==> src/rtl/bus_controller.sv <==
// bus_controller: decodes CPU bus requests to RAM / MMIO / unmapped, steers byte lanes
// and returns exactly one registered response pulse per accepted request.
module bus_controller #(
    parameter int          RAM_ADDR_W   = 14,
    parameter logic [15:0] MMIO_BASE_HI = 16'hFFFF,
    parameter int          MMIO_TIMEOUT = 255
) (
    input  logic                  i_clk,
    input  logic                  i_rst,
    input  logic [31:0]           i_bus_address,
    input  logic [31:0]           i_bus_data,
    input  logic                  i_bus_DV,
    input  logic [2:0]            i_bhw,
    input  logic                  i_write_notread,
    output logic [31:0]           o_bus_data,
    output logic                  o_bus_DV,
    output logic                  o_bus_err,
    output logic                  o_busy,
    output logic                  o_ram_en,
    output logic [3:0]            o_ram_we,
    output logic [RAM_ADDR_W-1:0] o_ram_addr,
    output logic [31:0]           o_ram_wdata,
    input  logic [31:0]           i_ram_rdata,
    output logic                  o_mmio_req,
    output logic                  o_mmio_we,
    output logic [15:0]           o_mmio_addr,
    output logic [31:0]           o_mmio_wdata,
    input  logic                  i_mmio_ack,
    input  logic [31:0]           i_mmio_rdata
);
    localparam int CW = $clog2(MMIO_TIMEOUT + 1);

    typedef enum logic [2:0] {IDLE, RAM_ACC, RAM_RD, MMIO_WAIT, RESP} state_t;

    state_t          state_q;
    logic [1:0]      off_q;
    logic [2:0]      bhw_q;
    logic            wr_q;
    logic [CW-1:0]   cnt_q;

    logic            is_ram_d, is_mmio_d, bad_size_d, misaligned_d, err_d;
    logic [3:0]      we_d;
    logic [31:0]     wdata_d, shifted_d, load_d;

    assign is_ram_d     = i_bus_address[31:RAM_ADDR_W+2] == '0;
    assign is_mmio_d    = i_bus_address[31:16] == MMIO_BASE_HI;
    assign bad_size_d   = (i_bhw[1:0] == 2'b11) | (i_bhw[2:1] == 2'b11);
    assign misaligned_d = (i_bhw[1:0] == 2'b01 & i_bus_address[0]) |
                          (i_bhw[1:0] == 2'b10 & |i_bus_address[1:0]);
    assign err_d        = bad_size_d | misaligned_d | ~(is_ram_d | is_mmio_d) |
                          (is_mmio_d & i_bhw != 3'b010);
    assign we_d         = i_bhw[1] ? 4'hF : i_bhw[0] ? (i_bus_address[1] ? 4'hC : 4'h3)
                                                     : 4'b0001 << i_bus_address[1:0];
    assign wdata_d      = i_bhw[1] ? i_bus_data : i_bhw[0] ? {2{i_bus_data[15:0]}}
                                                           : {4{i_bus_data[7:0]}};
    // Word loads are aligned, so the byte-offset shift is zero for them
    assign shifted_d    = i_ram_rdata >> (bhw_q[0] ? {off_q[1], 4'b0} : {off_q, 3'b0});
    assign load_d       = bhw_q[1] ? shifted_d :
                          bhw_q[0] ? {{16{shifted_d[15] & ~bhw_q[2]}}, shifted_d[15:0]}
                                   : {{24{shifted_d[7] & ~bhw_q[2]}}, shifted_d[7:0]};

    always_ff @(posedge i_clk) begin
        if (i_rst) begin
            state_q      <= IDLE;
            off_q        <= '0;
            bhw_q        <= '0;
            wr_q         <= 1'b0;
            cnt_q        <= '0;
            o_bus_data   <= '0;
            o_bus_DV     <= 1'b0;
            o_bus_err    <= 1'b0;
            o_busy       <= 1'b0;
            o_ram_en     <= 1'b0;
            o_ram_we     <= '0;
            o_ram_addr   <= '0;
            o_ram_wdata  <= '0;
            o_mmio_req   <= 1'b0;
            o_mmio_we    <= 1'b0;
            o_mmio_addr  <= '0;
            o_mmio_wdata <= '0;
        end else begin
            case (state_q)
                IDLE: if (i_bus_DV) begin
                    off_q  <= i_bus_address[1:0];
                    bhw_q  <= i_bhw;
                    wr_q   <= i_write_notread;
                    o_busy <= 1'b1;
                    if (err_d) begin
                        state_q    <= RESP;
                        o_bus_DV   <= 1'b1;
                        o_bus_err  <= 1'b1;
                        o_bus_data <= '0;
                    end else if (is_mmio_d) begin
                        state_q      <= MMIO_WAIT;
                        cnt_q        <= '0;
                        o_mmio_req   <= 1'b1;
                        o_mmio_we    <= i_write_notread;
                        o_mmio_addr  <= i_bus_address[15:0];
                        o_mmio_wdata <= i_bus_data;
                    end else begin
                        state_q     <= RAM_ACC;
                        o_ram_en    <= 1'b1;
                        o_ram_addr  <= i_bus_address[RAM_ADDR_W+1:2];
                        o_ram_we    <= i_write_notread ? we_d : 4'h0;
                        o_ram_wdata <= wdata_d;
                    end
                end
                RAM_ACC: begin
                    state_q  <= RAM_RD;
                    o_ram_en <= 1'b0;
                    o_ram_we <= '0;
                end
                RAM_RD: begin
                    state_q    <= RESP;
                    o_bus_DV   <= 1'b1;
                    o_bus_err  <= 1'b0;
                    o_bus_data <= wr_q ? 32'h0 : load_d;
                end
                MMIO_WAIT: if (i_mmio_ack) begin
                    state_q    <= RESP;
                    o_mmio_req <= 1'b0;
                    o_bus_DV   <= 1'b1;
                    o_bus_err  <= 1'b0;
                    o_bus_data <= wr_q ? 32'h0 : i_mmio_rdata;
                end else if (cnt_q == CW'(MMIO_TIMEOUT - 1)) begin
                    state_q    <= RESP;
                    o_mmio_req <= 1'b0;
                    o_bus_DV   <= 1'b1;
                    o_bus_err  <= 1'b1;
                    o_bus_data <= '0;
                end else begin
                    cnt_q <= cnt_q + CW'(1);
                end
                RESP: begin
                    state_q   <= IDLE;
                    o_bus_DV  <= 1'b0;
                    o_bus_err <= 1'b0;
                    o_busy    <= 1'b0;
                end
                default: state_q <= IDLE;
            endcase
        end
    end
endmodule

==> config.mk <==
export PLATFORM = sky130hd
export DESIGN_NAME = bus_controller
export DESIGN_NICKNAME = d
export VERILOG_FILES = /design/src/rtl/bus_controller.sv
export SDC_FILE = /design/constraint.sdc
export NUM_CORES = 1
export LEC_CHECK = 0
export BUFFER_PORTS_ARGS = -buffer_cell sky130_fd_sc_hd__buf_2
export CORE_ASPECT_RATIO = 0.6
export CORE_MARGIN = 5
export CORE_UTILIZATION = 40
export DETAILED_ROUTE_END_ITERATION = 7
export GPL_TIMING_DRIVEN = 1
export PLACE_DENSITY = 0.68
export SLEW_MARGIN = 25
export SYNTH_ARGS = -nofsm -noshare
export SYNTH_HDL_FRONTEND = slang
export SYNTH_SLANG_ARGS = --single-unit
==> constraint.sdc <==
create_clock -name i_clk -period 2.2 [get_ports i_clk]
set_input_delay 0 -clock i_clk [delete_from_list [all_inputs] [get_ports i_clk]]
set_output_delay 0 -clock i_clk [all_outputs]
set_load 0.03 [all_outputs]
==> flow_metrics.tcl <==
set metrics [dict create \
    tightest_slew_ns 0.743 \
    relSlewSlack_pct 50.1 \
    diodes 0 \
    synth_flop_cell "dfxtp_1" \
    finalSetupTns_ns 0 \
    die_area_sq_um 19800 \
    intPower_mw 4.70 \
    ys_types 50 \
    via_per_inst 5.24 \
    slew_viol_final 0 \
    leakage_nw 4.17 \
    worstSkewPairLatency_ns 0.42 \
    grt_first_pass_wirelength_um 37700 \
    fin_skew_ns 0.0128 \
    startpoint_type "flop" \
    htreeDepth 4 \
    timing.final.hold_violations 0 \
    synthCells 850 \
    cp_data_required_time_ns 2.55 \
    cts_made_buffers 17 \
    rsz0062_at_grt "false" \
    ys_ff_latch 153 \
    violations "DRC" \
    vias 7483 \
    drt_pre_antenna_iters 8 \
    sw_frac_of_total_pct 25.5 \
    tritoncts "done" \
    overflow 0 \
    power_frac_comb_pct 10.4 \
    yosys_warnings 0 \
    grt_max_degree 77 \
    drt_iter0_drc 736 \
    critPathLaunch "state_q[1]" \
    synth_area_per_cell_sq_um 8.00 \
    wl_um 24100 \
    p_sw_mw 1.61 \
    path_max_fanout 10 \
    clkPwrFrac_pct 45.4 \
    num_rows 36 \
    worstReg2RegStart "state_q[1]" \
    grt_pass1_vias 7010 \
    start_util_pct 41.3 \
    die_height_um 111 \
    cap_violations 0 \
    timing.final.crit_share_pct 93.9 \
    drtAntennaViolNets 0 \
    p_per_area_nw_per_um2 639 \
    drc 3 \
    fmax_mhz 484 \
    post-route-util_pct 60.1 \
    synthTopCellsByArea "dfxtp_1 (45%), nand2_1 (10%), a21oi_1 (8.4%)" \
    final_common_cell "buf_2" \
    yosysTopAreaCell "dfxtp_1" \
    setup_viol 0 \
    cts_max_path_buffers 2 \
    yosysSeqAreaShare_pct 45.1 \
    final_cell_mix "buf_2 (270), nand2_1 (188), dfxtp_1 (152)" \
    vdd_ir_drop_max_uv 559 \
    synth_nets 988 \
    dpl.hpwl_um 17300 \
    portBuffers 271 \
    crit_arrival_ns 2.41 \
    endpoint_kind "flop" \
    detail_route.wl_per_cell_um 16.9 \
    path_class "reg2reg" \
    min_period_ns 2.06 \
    num_io_pins 272 \
    postCtsSetupBuffers 0 \
    hp-class "in2reg" \
    coreArea_sq_um 16400 \
    post_synth_instance_area_sq_um 6800 \
    p_seq_share_pct 44.2 \
    fp.dieW_um 178 \
    grt_antenna_before_repair 1 \
    fin_nets 1326 \
    layout-drive-gt1-share_pct 29.2 \
    grt_use_total_pct 23.6 \
    async_flop_share_pct 0 \
    cts.sinks 153 \
    gp_congestion 0.897 \
    synth_edf_count 0 \
    yosysTopAreaCellShare_pct 45.1 \
    min_from "i_ram_rdata[31]" \
    cts.clk_slew.worst_paths_ns 0.07 \
    root_buffer "clkbuf_16" \
    area_growth_pct 45.4 \
    status "finished, violations left" \
]
-- cell families after synthesis --
logic type               Yosys count  synth area share, %
AO/OA/AOI/OAI                    220                 20.3
flip-flops                       153                 45.1
AND/OR/NAND/NOR                  370                 24.8
buffers and inverters             77                 5.15
adder cells (fa/ha/maj)            2                0.368
multiplexers                      28                 4.31
-- state kept, by name, indices dropped and copies added, names as in the netlist, 2 cells and up --
name / flops
bhw_q: 3
o_mmio_wdata: 32
o_ram_wdata: 32
cnt_q: 8
o_bus_data: 32
o_ram_addr: 14
o_ram_we: 4
o_mmio_addr: 16
state_q: 3
off_q: 2
-- power groups by stage --
stage               logic (mW)  clock network, mW  registers (mW)
detailed placement       0.511                  0            2.85
global placement         0.511                  0            2.85
finish                   0.656               2.87            2.79
floorplan                0.249                  0            2.86
global route             0.704               3.07            2.79
CTS                      0.640               2.93            2.79
-- worst max-delay path: stages (launching register included) --
cell and delay (ns):
dfxtp_2 0.36, buf_4 0.16, nor2_4 0.15, nand3_4 0.17, nor4_4 0.42, a21oi_1 0.22
or3_1 0.37, a21oi_1 0.14
-- final cells by class --
class	count	area [sq um]
Multi-Input combinational cell	620	3430
Fill cell	1463	6560
Inverter	8	30.0
Tap cell	228	285
Timing Repair Buffer	388	2500
Clock inverter	14	138
Sequential cell	153	3060
Clock buffer	18	439
-- metrics by stage --
| step | hold WS (ns) | cells | worst slack [ns] | total power [mW] | area, sq um |
|---|---|---|---|---|---|
| floorplan | 0.136 | 850 | 0.187 | 3.11 | 6800 |
| global placement | 0.257 | 1307 | 0.0896 | 3.36 | 8370 |
| detailed placement | 0.260 | 1307 | 0.0283 | 3.36 | 8370 |
| CTS | 0.00156 | 1429 | 0.0217 | 6.37 | 9860 |
| global route | 0.0426 | 1429 | 0.00671 | 6.56 | 9890 |
| finish | 0.0181 | 1429 | 0.135 | 6.32 | 9890 |
-- metal layers --
metal	global-route usage, %	routed length, um	vias to the layer above
met5	0	0	-
met1	35.6	11300	3455
met4	6.44	359	0
met3	5.73	2530	30
met2	33.4	9940	335
li1	-	-	3663
-- Yosys cell counts (7+ instances only) --
| library cell | count |
|---|---|
| nand4_1 | 10 |
| inv_1 | 8 |
| nor3_1 | 20 |
| dfxtp_1 | 153 |
| nand3_1 | 16 |
| buf_2 | 10 |
| a21oi_1 | 114 |
| a222oi_1 | 23 |
| mux2i_1 | 27 |
| a31oi_1 | 9 |
| clkbuf_1 | 48 |
| nand2_1 | 188 |
| nor2b_1 | 26 |
| nor2_1 | 69 |
| a22oi_1 | 7 |
| o21ai_0 | 26 |
| a211oi_1 | 25 |
-- path summary, 6_finish.rpt --
| check | to | slack (ns) | depth (start not counted) |
|---|---|---|---|
| min | o_bus_data[31] | 0.02 | 5 |
| min reg2reg | o_mmio_addr[6] | 0.45 | 2 |
| max | cnt_q[1] | 0.14 | 7 |
| max reg2reg | cnt_q[1] | 0.14 | 7 |
-- timing repair --
action                                  in CTS  in global routing
resized for setup                            1                  5
endpoints found under the setup margin       1                 67
pin swaps                                    0                  1
hold buffers                                90                  0
hold endpoints to repair                   122                  0
(Power assumes the default switching activity.)
